===== src/rtl/ex_redirect_ctrl_pkg.sv =====
// Shared pipeline definitions: redirect controller state encoding and
// the default flush/wait depths used by the EX redirect controller.
package PipelineReg;

  typedef enum logic [1:0] {
    ST_IDLE     = 2'd0,
    ST_REDIRECT = 2'd1,
    ST_FLUSH    = 2'd2,
    ST_WAIT     = 2'd3
  } ExCtrlState_t;

  localparam int unsigned DEFAULT_FLUSH_DEPTH = 2;
  localparam int unsigned DEFAULT_WAIT_LIMIT  = 15;

endpackage


===== src/rtl/ex_redirect_ctrl_load_use_detect.sv =====
// Combinational load-use hazard compare: a load in EX whose destination
// (other than x0) feeds either source operand of the instruction in ID.
module load_use_detect (
  input  logic       i_ex_valid,
  input  logic       i_ex_memread,
  input  logic [4:0] i_ex_rd,
  input  logic [4:0] i_id_rs1,
  input  logic [4:0] i_id_rs2,
  output logic       o_hazard
);

  logic w_rd_nonzero;
  logic w_src_match;

  assign w_rd_nonzero = (i_ex_rd != 5'd0);
  assign w_src_match  = (i_ex_rd == i_id_rs1) || (i_ex_rd == i_id_rs2);
  assign o_hazard     = i_ex_valid && i_ex_memread && w_rd_nonzero && w_src_match;

endmodule


===== src/rtl/ex_redirect_ctrl.sv =====
// EX-stage redirect controller: on a taken branch/jump it steers fetch to
// the registered target, squashes IF/ID for the bubble window, then squashes
// ID/EX until the instruction entering EX carries the target NPC (bounded).
// In IDLE it also stalls on load-use hazards; a redirect wins over a stall.
// Optional event counters are built when EX_CTRL_STATS_EN is defined.
module ex_redirect_ctrl
  import PipelineReg::*;
#(
  parameter int unsigned FLUSH_DEPTH = DEFAULT_FLUSH_DEPTH,
  parameter int unsigned WAIT_LIMIT  = DEFAULT_WAIT_LIMIT
) (
  input  logic        i_clk,
  input  logic        i_reset,
  input  logic        i_ex_valid,
  input  logic        i_ex_branch,
  input  logic        i_ex_jump,
  input  logic        i_branch_taken,
  input  logic [31:0] i_target_pc,
  input  logic [31:0] i_ex_npc,
  input  logic        i_ex_memread,
  input  logic [4:0]  i_ex_rd,
  input  logic [4:0]  i_id_rs1,
  input  logic [4:0]  i_id_rs2,
  output logic        o_pc_sel,
  output logic [31:0] o_pc_target,
  output logic        o_flush_ifid,
  output logic        o_flush_idex,
  output logic        o_stall_if,
  output logic        o_stall_id,
  output logic        o_busy,
  output logic [31:0] o_redirect_cnt,
  output logic [31:0] o_stall_cnt
);

  localparam logic [2:0] LP_FLUSH_LOAD = 3'(FLUSH_DEPTH - 1);
  localparam logic [7:0] LP_WAIT_LAST  = 8'(WAIT_LIMIT - 1);

  ExCtrlState_t r_state, w_state_next;
  logic [2:0]   r_flush_cnt, w_flush_cnt_next;
  logic [7:0]   r_wait_cnt, w_wait_cnt_next;
  logic [31:0]  r_pc_target, w_pc_target_next;
  logic         w_redirect_ev;
  logic         w_load_use;
  logic         w_take;
  logic         w_stall;
  logic         w_pc_sel, w_flush_ifid, w_flush_idex;

  assign w_redirect_ev = i_ex_valid && (i_ex_jump || (i_ex_branch && i_branch_taken));

  load_use_detect u_load_use_detect (
    .i_ex_valid  (i_ex_valid),
    .i_ex_memread(i_ex_memread),
    .i_ex_rd     (i_ex_rd),
    .i_id_rs1    (i_id_rs1),
    .i_id_rs2    (i_id_rs2),
    .o_hazard    (w_load_use)
  );

  // Next-state, counter and control-output decode.
  always_comb begin
    w_state_next     = r_state;
    w_flush_cnt_next = r_flush_cnt;
    w_wait_cnt_next  = r_wait_cnt;
    w_pc_target_next = r_pc_target;
    w_take           = 1'b0;
    w_stall          = 1'b0;
    w_pc_sel         = 1'b0;
    w_flush_ifid     = 1'b0;
    w_flush_idex     = 1'b0;
    case (r_state)
      ST_IDLE: begin
        if (w_redirect_ev) begin
          w_take           = 1'b1;
          w_pc_target_next = i_target_pc;
          w_state_next     = ST_REDIRECT;
        end else if (w_load_use) begin
          w_stall      = 1'b1;
          w_flush_idex = 1'b1;
        end
      end
      ST_REDIRECT: begin
        w_pc_sel         = 1'b1;
        w_flush_ifid     = 1'b1;
        w_flush_idex     = 1'b1;
        w_flush_cnt_next = LP_FLUSH_LOAD;
        w_state_next     = ST_FLUSH;
      end
      ST_FLUSH: begin
        w_flush_ifid = 1'b1;
        // Leave once the decrement reaches zero (a zero load leaves at once).
        if (r_flush_cnt <= 3'd1) begin
          w_flush_cnt_next = 3'd0;
          w_wait_cnt_next  = 8'd0;
          w_state_next     = ST_WAIT;
        end else begin
          w_flush_cnt_next = r_flush_cnt - 3'd1;
        end
      end
      ST_WAIT: begin
        if (i_ex_npc == r_pc_target) begin
          w_wait_cnt_next = 8'd0;
          w_state_next    = ST_IDLE;
        end else begin
          w_flush_idex = 1'b1;
          if (r_wait_cnt == LP_WAIT_LAST) begin
            w_wait_cnt_next = 8'd0;
            w_state_next    = ST_IDLE;
          end else begin
            w_wait_cnt_next = r_wait_cnt + 8'd1;
          end
        end
      end
      default: w_state_next = ST_IDLE;
    endcase
  end

  // Control outputs are silenced while reset is held.
  always_comb begin
    o_pc_sel     = w_pc_sel && !i_reset;
    o_flush_ifid = w_flush_ifid && !i_reset;
    o_flush_idex = w_flush_idex && !i_reset;
    o_stall_if   = w_stall && !i_reset;
    o_stall_id   = w_stall && !i_reset;
  end

  assign o_pc_target = r_pc_target;
  assign o_busy      = (r_state != ST_IDLE);

  // State, target and bubble/wait counter registers.
  always_ff @(posedge i_clk) begin
    if (i_reset) begin
      r_state     <= ST_IDLE;
      r_flush_cnt <= 3'd0;
      r_wait_cnt  <= 8'd0;
      r_pc_target <= 32'd0;
    end else begin
      r_state     <= w_state_next;
      r_flush_cnt <= w_flush_cnt_next;
      r_wait_cnt  <= w_wait_cnt_next;
      r_pc_target <= w_pc_target_next;
    end
  end

`ifdef EX_CTRL_STATS_EN
  logic [31:0] r_redirect_cnt, r_stall_cnt;

  // Wrapping event counters for accepted redirects and load-use stall cycles.
  always_ff @(posedge i_clk) begin
    if (i_reset) begin
      r_redirect_cnt <= 32'd0;
      r_stall_cnt    <= 32'd0;
    end else begin
      if (w_take)  r_redirect_cnt <= r_redirect_cnt + 32'd1;
      if (w_stall) r_stall_cnt    <= r_stall_cnt + 32'd1;
    end
  end

  assign o_redirect_cnt = r_redirect_cnt;
  assign o_stall_cnt    = r_stall_cnt;
`else
  assign o_redirect_cnt = 32'd0;
  assign o_stall_cnt    = 32'd0;
`endif

endmodule


===== config.mk =====
export PLATFORM = sky130hd
export DESIGN_NAME = ex_redirect_ctrl
export DESIGN_NICKNAME = d
export VERILOG_FILES = /design/src/rtl/ex_redirect_ctrl_pkg.sv /design/src/rtl/ex_redirect_ctrl_load_use_detect.sv /design/src/rtl/ex_redirect_ctrl.sv
export SDC_FILE = /design/constraint.sdc
export NUM_CORES = 1
export LEC_CHECK = 0
export BUFFER_PORTS_ARGS = -buffer_cell sky130_fd_sc_hd__clkbuf_2
export CAP_MARGIN = 40
export CELL_PAD_IN_SITES_DETAIL_PLACEMENT = 1
export CELL_PAD_IN_SITES_GLOBAL_PLACEMENT = 2
export CORE_MARGIN = 3
export CORE_UTILIZATION = 22
export DETAILED_ROUTE_END_ITERATION = 10
export HOLD_SLACK_MARGIN = 0.15
export PLACE_DENSITY = 0.79
export SKIP_CTS_REPAIR_TIMING = 1
export SLEW_MARGIN = 15
export SYNTH_ARGS = -nofsm -noshare
export SYNTH_HDL_FRONTEND = slang
export SYNTH_SLANG_ARGS = --single-unit

===== constraint.sdc =====
create_clock -name i_clk -period 1.85 [get_ports i_clk]
set_input_delay 0.37 -clock i_clk [delete_from_list [all_inputs] [get_ports i_clk]]
set_output_delay 0.37 -clock i_clk [all_outputs]
set_load 0.02 [all_outputs]

Word level (Yosys, flattened, before mapping)
Index checks and enable logic that the tools add are counted.
{"block": "word_totals", "mem_count": 0, "wordCells": 56, "register_bits": 45, "mem_bits_rw": 0, "latchBits": 0, "output_inout_bits": 102, "input_bits": 86, "mem_bits_ro": 0}
{"block": "classes", "n_addsub": 2, "eq_ne": 10, "n_shift": 0, "n_mul": 0, "n_div": 0, "bitwise_logic": 0, "n_mux": 18, "n_lt_le_gt_ge": 1, "n_reduce_logical": 21}
{"cell": "32-bit equality test", "count": 1}
{"cell": "8-bit 2-to-1 mux", "count": 3}
{"cell": "8-bit one-hot mux with 2 select lines", "count": 1}
{"cell": "5-bit equality test", "count": 2}
{"cell": "1-bit logical AND", "count": 9}
{"cell": "8-bit by 1-bit adder with 8-bit output (second input constant)", "count": 1}
{"cell": "8-bit by 4-bit equality test with 1-bit output (second input constant)", "count": 1}
{"cell": "2-bit 2-to-1 mux", "count": 4}
{"cell": "2-bit one-hot mux with 4 select lines", "count": 1}
{"cell": "1-bit 2-to-1 mux", "count": 6}
{"cell": "3-bit one-hot mux with 2 select lines", "count": 1}
{"cell": "2-bit nonzero test", "count": 3}
{"cell": "5-bit nonzero test", "count": 1}
{"cell": "2-bit equality test (second input constant)", "count": 2}
{"cell": "2-bit != test (second input constant)", "count": 2}
{"cell": "2-bit AND reduction", "count": 2}
{"cell": "3-bit by 1-bit less-or-equal comparator with 1-bit output (second input constant)", "count": 1}
{"cell": "3-bit 2-to-1 mux", "count": 1}
{"cell": "3-bit != test (second input constant)", "count": 1}
{"cell": "1-bit one-hot mux with 3 select lines", "count": 1}
{"cell": "3-bit AND reduction", "count": 1}
{"cell": "3-bit by 1-bit subtractor with 3-bit output (second input constant)", "count": 1}
{"cell": "2-bit by 1-bit equality test with 1-bit output (second input constant)", "count": 1}
{"cell": "2-bit zero test", "count": 1}
{"cell": "other kinds (3)", "count": 4}

Logic depth before layout (Yosys ltp)
Gate-level depths: netlist of run 1.
{"block": "depth", "depth_word": 7, "ltp_mapped": 7, "mapped_depth_nobuf": 6}

Cells and area by module
Synthesis of run 1 repeated with hierarchy kept, for this count alone.
{"block": "hier_totals", "hier_cells": 371, "area_unflattened_um2": 2901.5}
{"module": "ex_redirect_ctrl", "instances": 1, "cells_per_inst": 354, "area_each_um2": 2768.9, "seq_area_each_um2": 900.9}
{"module": "load_use_detect", "instances": 1, "cells_per_inst": 17, "area_each_um2": 132.6, "seq_area_each_um2": 0.0}

Worst setup path after synthesis of run 1
No wires, ideal clock.
{"block": "synth_path", "kind": "in2out", "start": "input port i_ex_rd[4]", "end": "output port o_stall_if", "path_stages": 7, "arrival_ps": 1741, "setup_slack_ps": -261, "path_buffers": 1, "t_required_ps": 1480, "cell_sequence": "xnor2_1 -> nand3_1 -> nor3_2 -> a31oi_1 -> or3_4 -> nor2_1 -> buf_4"}
{"block": "synth_via", "elab_chain_cells": 7, "word_cells_on_any_way": 10, "cone_classes": "2 x eq/ne; 3 x mux; 5 x reduce/logical"}
{"item": "start, declared", "line_no": "ex_redirect_ctrl.sv:21", "text": "input logic [4:0] i_ex_rd,"}
{"item": "5-bit equality test or 5-bit nonzero test (tied branches)", "line_no": "ex_redirect_ctrl_load_use_detect.sv:16, ex_redirect_ctrl_load_use_detect.sv:15"}
{"item": "1-bit logical OR or 1-bit logical AND (tied branches)", "line_no": "ex_redirect_ctrl_load_use_detect.sv:16, ex_redirect_ctrl_load_use_detect.sv:17"}
{"item": "1-bit logical AND *", "line_no": "ex_redirect_ctrl_load_use_detect.sv:17", "text": "assign o_hazard = i_ex_valid && i_ex_memread && w_rd_nonzero && w_src_match;"}
{"item": "1-bit 2-to-1 mux *", "line_no": "ex_redirect_ctrl.sv:76", "text": "end else if (w_load_use) begin"}
{"item": "1-bit 2-to-1 mux *", "line_no": "ex_redirect_ctrl.sv:72", "text": "if (w_redirect_ev) begin"}
{"item": "1-bit 2-to-1 mux *", "line_no": "ex_redirect_ctrl.sv:70", "text": "case (r_state)"}
{"item": "1-bit logical AND *"}
{"item": "end, declared", "line_no": "ex_redirect_ctrl.sv:28", "text": "output logic o_stall_if,"}
Every way passes the cells marked *; elsewhere a longest branch is shown, timed or not.

Worst setup path in the final report of run 1
{"block": "layout_path", "start": "input port i_ex_rd[3]", "end": "output port o_flush_idex"}
{"block": "layout_via", "elab_chain_cells": 7, "word_cells_on_any_way": 10, "cone_classes": "2 x eq/ne; 3 x mux; 5 x reduce/logical"}
{"item": "5-bit equality test or 5-bit nonzero test (tied branches)", "line_no": "ex_redirect_ctrl_load_use_detect.sv:16, ex_redirect_ctrl_load_use_detect.sv:15"}
{"item": "1-bit logical OR or 1-bit logical AND (tied branches)", "line_no": "ex_redirect_ctrl_load_use_detect.sv:16, ex_redirect_ctrl_load_use_detect.sv:17"}
{"item": "1-bit logical AND *", "line_no": "ex_redirect_ctrl_load_use_detect.sv:17"}
{"item": "1-bit 2-to-1 mux *", "line_no": "ex_redirect_ctrl.sv:76"}
{"item": "1-bit 2-to-1 mux *", "line_no": "ex_redirect_ctrl.sv:72"}
{"item": "1-bit one-hot mux with 3 select lines *", "line_no": "ex_redirect_ctrl.sv:70"}
{"item": "1-bit logical AND *", "line_no": "ex_redirect_ctrl.sv:121", "text": "o_flush_idex = w_flush_idex && !i_reset;"}
{"item": "end, declared", "line_no": "ex_redirect_ctrl.sv:27", "text": "output logic o_flush_idex,"}
Marks and branches as above.

==> impl_metrics.toml, run 1 <==
[run_status]
status = "finished, violations left"
failed_checks = "setup timing"

[timing]
finalCritPeriodShare_pct = 123
drv_slew = 0
hold_viol = 0
timing.hold.ws_ps = 300
fmax_mhz = 441
rsz0062_at_grt = "true"
fin_ws_ps = -417
fin_worst_skew_ps = 4.39
fin_crit_ps = 2270
setup_viol = 5

[yosys]
synth_cell_types = 39
synth_top_family_by_area = "simple AND/OR/NAND/NOR gates"
synth.mux.area_fraction_pct = 0.733
yosysSeqAreaShare_pct = 31.0
synth_top_area_share_pct = 31.0
synth_seq_cells = 45
synth.largest_area_cell = "dfxtp_1"
synth_edf_count = 0
synth_compound_area_share_pct = 11.8
avgSynthCellArea_um2 = 7.80
synth-simple-area-share_pct = 20.7
synth_top_flop_cell = "dfxtp_1"
syn-cell-area_mm2 = 0.00290
synth-xor-area-share_pct = 12.7
async_reset_ff_share_pct = 0
ys_warn_count = 0
synthAdderAreaFrac_pct = 3.02
syn_inst = 372
synthTopCellsByArea = "dfxtp_1 (31%), buf_4 (17%), xnor2_1 (11%)"

[placement]
io_buffer_count = 123
place_congestion = 0.765
dp_hpwl_um = 7710
place_ws_ps = -457
dp_cells = 705

[die]
start_util_pct = 22.7
fp.dieArea_mm2 = 0.0146
core_area_mm2 = 0.0128
fp.dieW_um = 121
die_h_um = 121
num_io_pins = 188
rows = 41

[setup_path]
worstPathArrival_ps = 1900
reg2reg_from = "o_pc_target[4]"
cp-end-kind = "output pin"
cp_max_fo = 3
critPathLaunchType = "input pin"
startpoint = "i_ex_rd[3]"
crit_type = "in2out"
crit_required_ps = 1480

[route]
ant_nets = 0
viasPerCell = 4.00
drcViolationCount = 0
vias = 2860
routed_wl_um = 9750
drt_pre_antenna_iters = 4
post_drt_wl_per_cell_um = 13.6
drtIter0Drc = 62

[clocking]
clkLatencyLatePin_ps = 290
root_buffer = "clkbuf_16"
cts_tree = "done"
cts-htree-levels = 2
clkTransAtPathRegs_ps = 70
numCtsBuffers = 5
clock_sinks = 45
cts.path.max_buffers = 2

[global_routing]
grt_antenna_before_repair = 0
grt_overflow = 0
grt_max_degree = 33
grt_first_pass_wirelength_um = 14300
grt_usage_pct = 12.2
grt_pass1_vias = 2868

[finish]
fin_cells = 715
area_growth_pct = 49.7
post-route-util_pct = 34.0
antennaDiodeCount = 0
layout.nets = 635
drive_above_1_share_pct = 42.4

[min_path]
worstHoldPathType = "in2reg"
hp-start = "i_target_pc[31]"

[power_and_ir_drop]
total_leakage_power_nw = 1.99
vdd_drop_max_mv = 0.373
power.density_mw_per_mm2 = 984

[job]
maxCapViolCount = 0
[sequential cells by signal, summed over array words and instances (netlist names)]
name / count
r_state: 2
o_pc_target: 32
r_wait_cnt: 8
r_flush_cnt: 3
[layer usage]
layer / share of wire (%) / global-route usage [%] / up-vias
met3: 6.1 / 2.42 / 5
met1: 39 / 13.3 / 1324
met2: 54 / 24.1 / 92
li1: - / - / 1439
met5: 0 / 0 / -
met4: 0.73 / 2.55 / 0
[synth_stat cells, types with 2 or more instances]
master / instances
nor4_1: 2
nor3_1: 4
o211ai_1: 5
buf_4: 65
buf_1: 4
o21ai_0: 4
nand2_1: 76
nor2_1: 12
buf_2: 2
nor2b_1: 3
clkbuf_1: 7
inv_1: 10
nand3_1: 12
nor3b_1: 2
xor2_1: 5
ha_1: 7
dfxtp_1: 45
a31oi_1: 4
xnor2_1: 37
nor4_2: 2
a21oi_1: 38
nand4_1: 9
[logic make-up after synthesis]
logic type | after synthesis
buf+inv | 88
simple gates | 129
mux | 2
xor+xnor | 42
fa+ha+maj | 7
other cells | 1
flops | 45
compound gates | 58
[worst max-delay path, stage by stage]
cell and delay, ps:
buf_4 130, xnor2_2 140, nand3_2 100, nor3_2 160, a31oi_1 50, or3_4 420
a311oi_4 350, buf_6 170
[through the flow]
| stage | instance area, um^2 | total power [W] | setup TNS [ps] |
|---|---|---|---|
| floorplan | 3180 | 0.00232 | -68.0 |
| global placement | 3890 | 0.00297 | -3190 |
| detailed placement | 3890 | 0.00302 | -3450 |
| CTS | 4070 | 0.00413 | -2450 |
| global route | 4340 | 0.00456 | -1860 |
| finish | 4340 | 0.00427 | -1290 |
[layout by cell type (no fill, tap or decap), types with 5 or more instances in the layout]
| cell | n |
|---|---|
| a21oi_1 | 38 |
| buf_4 | 51 |
| buf_6 | 8 |
| clkbuf_16 | 5 |
| clkbuf_2 | 115 |
| conb_1 | 64 |
| dfxtp_1 | 34 |
| dfxtp_2 | 11 |
| ha_1 | 5 |
| inv_1 | 8 |
| nand2_1 | 76 |
| nand3_1 | 11 |
| nand4_1 | 9 |
| nor2_1 | 10 |
| o211ai_1 | 5 |
| xnor2_1 | 26 |
| xnor2_2 | 10 |
[path summary, 6_finish.rpt]
kind / end / slack (ps) / cells after the start
max: o_flush_idex / -420 / 8
min: o_pc_target[31] / 300 / 3
max reg2reg: r_state[1] / -240 / 9
min reg2reg: r_wait_cnt[0] / 510 / 2
[final cells by class]
class / instances / area (um^2)
Fill cell: 1599 / 8430
Multi-Input combinational cell: 302 / 1880
Tap cell: 172 / 215
Clock buffer: 6 / 139
Inverter: 10 / 37.5
Timing Repair Buffer: 178 / 1120
Sequential cell: 45 / 915
Clock inverter: 2 / 37.5
[power breakdown]
part / total [W] / internal (W) / switching (W) / leakage (nW)
Combinational: 0.00198 / 0.000878 / 0.00110 / 1.54
Clock: 0.00108 / 0.000675 / 0.000401 / 0.0831
Sequential: 0.00122 / 0.00111 / 0.000106 / 0.371
No activity file was read; power rests on OpenSTA's default activity.
==> run 2, diff against run 1 <==
--- a/config.mk
+++ b/config.mk
@@ -19,3 +19,4 @@
 export SYNTH_ARGS = -nofsm -noshare
 export SYNTH_HDL_FRONTEND = slang
 export SYNTH_SLANG_ARGS = --single-unit
+export TNS_END_PERCENT = 1
==> run 2 against run 1 <==
  * Sequential share of layout area is 0.52 points higher
  * Largest power group unchanged
  * Sequential cell count stayed put
  * Sequential power hardly changed
  * Utilization is 0.91 points lower
  * The flow still finishes with violations (setup timing)
  * Fmax is 0.44% lower
  * Final area is 2.7% lower
  * Non-clock buffer count is 2 lower
  * Die area stayed put
==> impl_metrics.toml, run 2 (synthesized netlist as in run 1, its figures left out) <==
[setup_path]
crit_type = "in2out"
crit_required_ps = 1480
critical_path.top_delay_family = "simple AND/OR/NAND/NOR gates"
r2r-end = "r_state[1]"
reg2reg_from = "o_pc_target[4]"
worstPathArrival_ps = 1910
critical_path_buf_inv_count = 2
path_depth = 7
crit_path_max_incr_delay_ps = 400
crit_slowest_cell = "or3_4"
critPathLaunchType = "input pin"
r2r_cells = 8
cp_cell_sequence = "clkbuf_2 -> xor2_4 -> nor3_4 -> a31oi_1 -> or3_4 -> a311oi_4 -> buf_6"
cp_max_fo = 3
cp-end-kind = "output pin"
r2r_slack_ps = -140

[power_and_ir_drop]
p_switching_w = 0.00157
clkPwrFrac_pct = 25.7
power.density_mw_per_mm2 = 983
combPwrFrac_pct = 45.2
total_leakage_power_nw = 1.95
seqPwrFrac_pct = 29.1
p_int_w = 0.00259
p_sw_share_pct = 37.7
vdd_drop_max_mv = 0.363

[clocking]
clkLatencyLatePin_ps = 290
cts-htree-levels = 2
root_buffer = "clkbuf_16"
cts.path.max_buffers = 2
clkTransAtPathRegs_ps = 70
cts_tree = "done"
clock_sinks = 45
numCtsBuffers = 5

[finish]
antennaDiodeCount = 0
area_growth_pct = 45.6
fin_cells = 713
layout.nets = 633
layout_commonest_cell = "clkbuf_2"
fill_cells = 1614
mostFrequentLayoutCells = "clkbuf_2 (120), nand2_1 (76), conb_1 (64)"
largest_reg_flops = 32
drive_above_1_share_pct = 41.0
fin_area_mm2 = 0.00423

[route]
drcViolationCount = 0
drt_pre_antenna_iters = 4
ant_nets = 0
routed_wl_um = 9510
drtIter0Drc = 55
vias = 2847
viasPerCell = 3.99
post_drt_wl_per_cell_um = 13.3

[placement]
placed_cell_area_mm2 = 0.00389
io_buffer_count = 123
place_ws_ps = -457
dp_hpwl_um = 7710
place_congestion = 0.765
dp_cells = 705

[die]
rows = 41
core_area_mm2 = 0.0128
num_io_pins = 188
fp.dieArea_mm2 = 0.0146
start_util_pct = 22.7
fp.dieW_um = 121
die_h_um = 121

[global_routing]
grt_usage_pct = 12.2
grt_antenna_before_repair = 0
grt_pass1_vias = 2868
grt_first_pass_wirelength_um = 14300
grt_overflow = 0
grt_max_degree = 33

[run_status]
failed_checks = "setup timing"
status = "finished, violations left"

[timing]
setup_viol = 6
fin_crit_ps = 2280
fmax_mhz = 439
hold_viol = 0
fin_ws_ps = -427
drv_slew = 0
fin_worst_skew_ps = 2.73
rsz0062_at_grt = "true"
finalCritPeriodShare_pct = 123
tns_ps = -1240

[job]
maxCapViolCount = 0

[min_path]
worstHoldPathType = "in2reg"
min_path_cells = 3
hold_end = "o_pc_target[31]"
hp-start = "i_target_pc[31]"
run 2: tightest hold or removal path: cells and delay by family:
| kind | cells | cell delay (ps) |
|---|---|---|
| buf+inv | 1 | 80 |
| simple gates | 1 | 50 |
| compound gates | 1 | 50 |
run 2: final cells by class:
class	count	area, um^2	area share (%)
clock inverters	2	37.5	0.888
clock buffers	6	139	3.28
multi-input cells	302	1840	43.4
inverters	10	37.5	0.888
flip-flops and latches	45	912	21.6
repair buffers	176	1050	24.8
well taps	172	215	5.09
run 2: routing by layer:
layer | vias up | wire (um) | global-route usage (%)
met5 | - | 0 | 0
met4 | 0 | 33 | 2.55
met3 | 5 | 608 | 2.42
met2 | 93 | 5200 | 24.1
met1 | 1312 | 3670 | 13.3
li1 | 1437 | - | -
run 2: power by group through the flow:
stage               Clock [W]  Combinational, W  Sequential [W]
global route          0.00116           0.00206         0.00123
global placement            0           0.00176         0.00121
CTS                   0.00112           0.00181         0.00119
detailed placement          0           0.00181         0.00122
floorplan                   0          0.000987         0.00134
finish                0.00107           0.00188         0.00121
run 2: worst max path at each step:
stage	start	to	slack (ps)
finish	i_ex_rd[4]	o_flush_idex	-430
CTS	o_pc_target[20]	o_flush_idex	-610
global route	i_ex_rd[4]	o_flush_idex	-500
global placement	i_ex_npc[20]	o_flush_idex	-440
floorplan	i_ex_rd[4]	o_stall_if	-40
detailed placement	i_ex_npc[20]	r_state[1]	-460
run 2: per-stage QoR:
step / utilization, % / power (W) / hold slack [ps]
2_1_floorplan: - / 0.00232 / 473
3_3_place_gp: 30.5 / 0.00297 / 491
3_5_place_dp: 30.5 / 0.00302 / 499
4_1_cts: 31.9 / 0.00413 / 291
5_1_grt: 33.1 / 0.00444 / 302
6_report: 33.1 / 0.00416 / 301
==> run 3, diff against run 2 <==
--- a/config.mk
+++ b/config.mk
@@ -13,7 +13,7 @@
 export CORE_UTILIZATION = 22
 export DETAILED_ROUTE_END_ITERATION = 10
 export HOLD_SLACK_MARGIN = 0.15
-export PLACE_DENSITY = 0.79
+export PLACE_DENSITY = 0.89
 export SKIP_CTS_REPAIR_TIMING = 1
 export SLEW_MARGIN = 15
 export SYNTH_ARGS = -nofsm -noshare
==> run 3 against run 2 <==
  * Clock skew grew 1.6 ps
  * Die area is the same
  * The run still ends with setup timing left
  * Utilization shrank 0.75 points
  * Fmax grew 1.4%
  * Critical path type unchanged
  * Via count grew 2.0%
  * Clock power shrank 14%
  * Final area shrank 2.3%
  * Sequential cell count is the same
  * Critical path depth grew 1
==> impl_metrics.toml, run 3 (synthesized netlist as in run 1, its figures left out) <==
[finish]
fill_cells = 1600
mostFrequentLayoutCells = "clkbuf_2 (114), nand2_1 (76), conb_1 (64)"
layout.nets = 634
area_growth_pct = 42.3
drive_above_1_share_pct = 37.6
regArea_um2 = 901
antennaDiodeCount = 0
largest_reg_flops = 32
multiInputGateArea_mm2 = 0.00175
layout_commonest_cell = "clkbuf_2"
post-route-util_pct = 32.3

[setup_path]
r2r_slack_ps = -150
cp_max_fo = 2
critical_path.top_delay_family = "simple AND/OR/NAND/NOR gates"
cp_cell_sequence = "buf_6 -> xnor2_2 -> nand3_1 -> nor3_2 -> a31oi_1 -> or3_4 -> a311oi_4 -> buf_6"
crit_slowest_cell = "or3_4"
cp-end-kind = "output pin"
r2r-end = "r_state[1]"
crit_required_ps = 1480
critPathLaunchType = "input pin"
r2r_cells = 8
crit_type = "in2out"
path_depth = 8
startpoint = "i_id_rs2[3]"
crit_path_max_incr_delay_ps = 430
crit_top_cell = "buf_6"
critical_path_buf_inv_count = 2
worstPathArrival_ps = 1880
reg2reg_from = "o_pc_target[14]"
cp-endpoint = "o_flush_idex"

[clocking]
clkTransAtPathRegs_ps = 70
cts.path.max_buffers = 2
cts-htree-levels = 2
clkLatencyLatePin_ps = 290
clock_sinks = 45
numCtsBuffers = 5
root_buffer = "clkbuf_16"
cts_tree = "done"

[placement]
place_congestion = 0.746
io_buffer_count = 123
dp_hpwl_um = 8000
place_ws_ps = -349

[route]
post_drt_wl_per_cell_um = 13.4
drt_pre_antenna_iters = 4
viasPerCell = 4.07
vias = 2903
drtIter0Drc = 94
routed_wl_um = 9540
drcViolationCount = 0
ant_nets = 0

[power_and_ir_drop]
p_switching_w = 0.00157
p_int_w = 0.00241
p_sw_share_pct = 39.5
total_leakage_power_nw = 1.89
vdd_drop_max_mv = 0.307
seqPwrFrac_pct = 29.8
power.density_mw_per_mm2 = 964
clkPwrFrac_pct = 23.0
combPwrFrac_pct = 47.2

[global_routing]
grt_overflow = 0
grt_pass1_vias = 2926
grt_antenna_before_repair = 0
grt_first_pass_wirelength_um = 14600
grt_max_degree = 38
grt_usage_pct = 12.4

[min_path]
worstHoldPathType = "in2reg"

[timing]
fin_crit_ps = 2250
tns_ps = -1030
fin_ws_ps = -396
fmax_mhz = 445
hold_viol = 0
fin_worst_skew_ps = 4.36
rsz0062_at_grt = "true"
setup_viol = 5
drv_slew = 0
finalCritPeriodShare_pct = 121

[die]
fp.dieArea_mm2 = 0.0146
start_util_pct = 22.7
fp.dieW_um = 121
die_h_um = 121
core_area_mm2 = 0.0128
num_io_pins = 188
rows = 41

[job]
maxCapViolCount = 0

[run_status]
status = "finished, violations left"
failed_checks = "setup timing"
==> run 3: metrics by stage <==
step | power [W] | area (um^2) | std cells | hold WS [ps]
detailed placement | 0.00306 | 3890 | 706 | 493
global placement | 0.00300 | 3890 | 706 | 477
global route | 0.00427 | 4130 | 714 | 304
finish | 0.00398 | 4130 | 714 | 297
floorplan | 0.00232 | 3180 | 435 | 473
CTS | 0.00401 | 4040 | 714 | 288
==> run 3: power by group through the flow <==
stage | logic, W | registers (W) | clock network (W)
floorplan | 0.000987 | 0.00134 | 0
global placement | 0.00179 | 0.00121 | 0
detailed placement | 0.00185 | 0.00121 | 0
CTS | 0.00186 | 0.00119 | 0.000959
global route | 0.00208 | 0.00121 | 0.000989
finish | 0.00188 | 0.00119 | 0.000915
==> run 3: how the worst min path moves through the flow <==
stage,from,to,slack (ps),cells after the start
after global placement,o_pc_target[19],o_pc_target[19],480,2
final,i_target_pc[15],o_pc_target[15],300,3
after CTS,i_target_pc[15],o_pc_target[15],290,3
after global routing,i_target_pc[6],o_pc_target[6],300,3
after floorplan,r_wait_cnt[7],r_wait_cnt[7],470,2
after detailed placement,o_pc_target[19],o_pc_target[19],490,2
==> run 3: final cells by class <==
| type | instances | share of cell area [%] |
|---|---|---|
| multi-input combinational | 302 | 42.3 |
| timing repair buffer | 177 | 26.1 |
| sequential | 45 | 21.8 |
| tap | 172 | 5.21 |
| clock buffer | 5 | 3.03 |
| inverter | 10 | 0.909 |
| clock inverter | 3 | 0.606 |
==> run 3: worst reg2reg max path, cell delays in order, from the launching register on <==
cell      delay [ps]
dfxtp_1          320
xnor2_1          160
nand4_1          160
nor4_2           360
buf_4            170
a21boi_2          80
buf_4            190
a21oi_4          130
mux2_1           330
==> run 3: metal layers <==
layer  global-route usage, %  vias up  wire length (um)  share of wire [%]
met5                       0        -                 0                  0
met3                    3.45       14               750                7.9
met2                    23.5      111              5040                 53
li1                        -     1435                 -                  -
met4                    3.12        0               165                1.7
met1                    13.6     1343              3590                 38
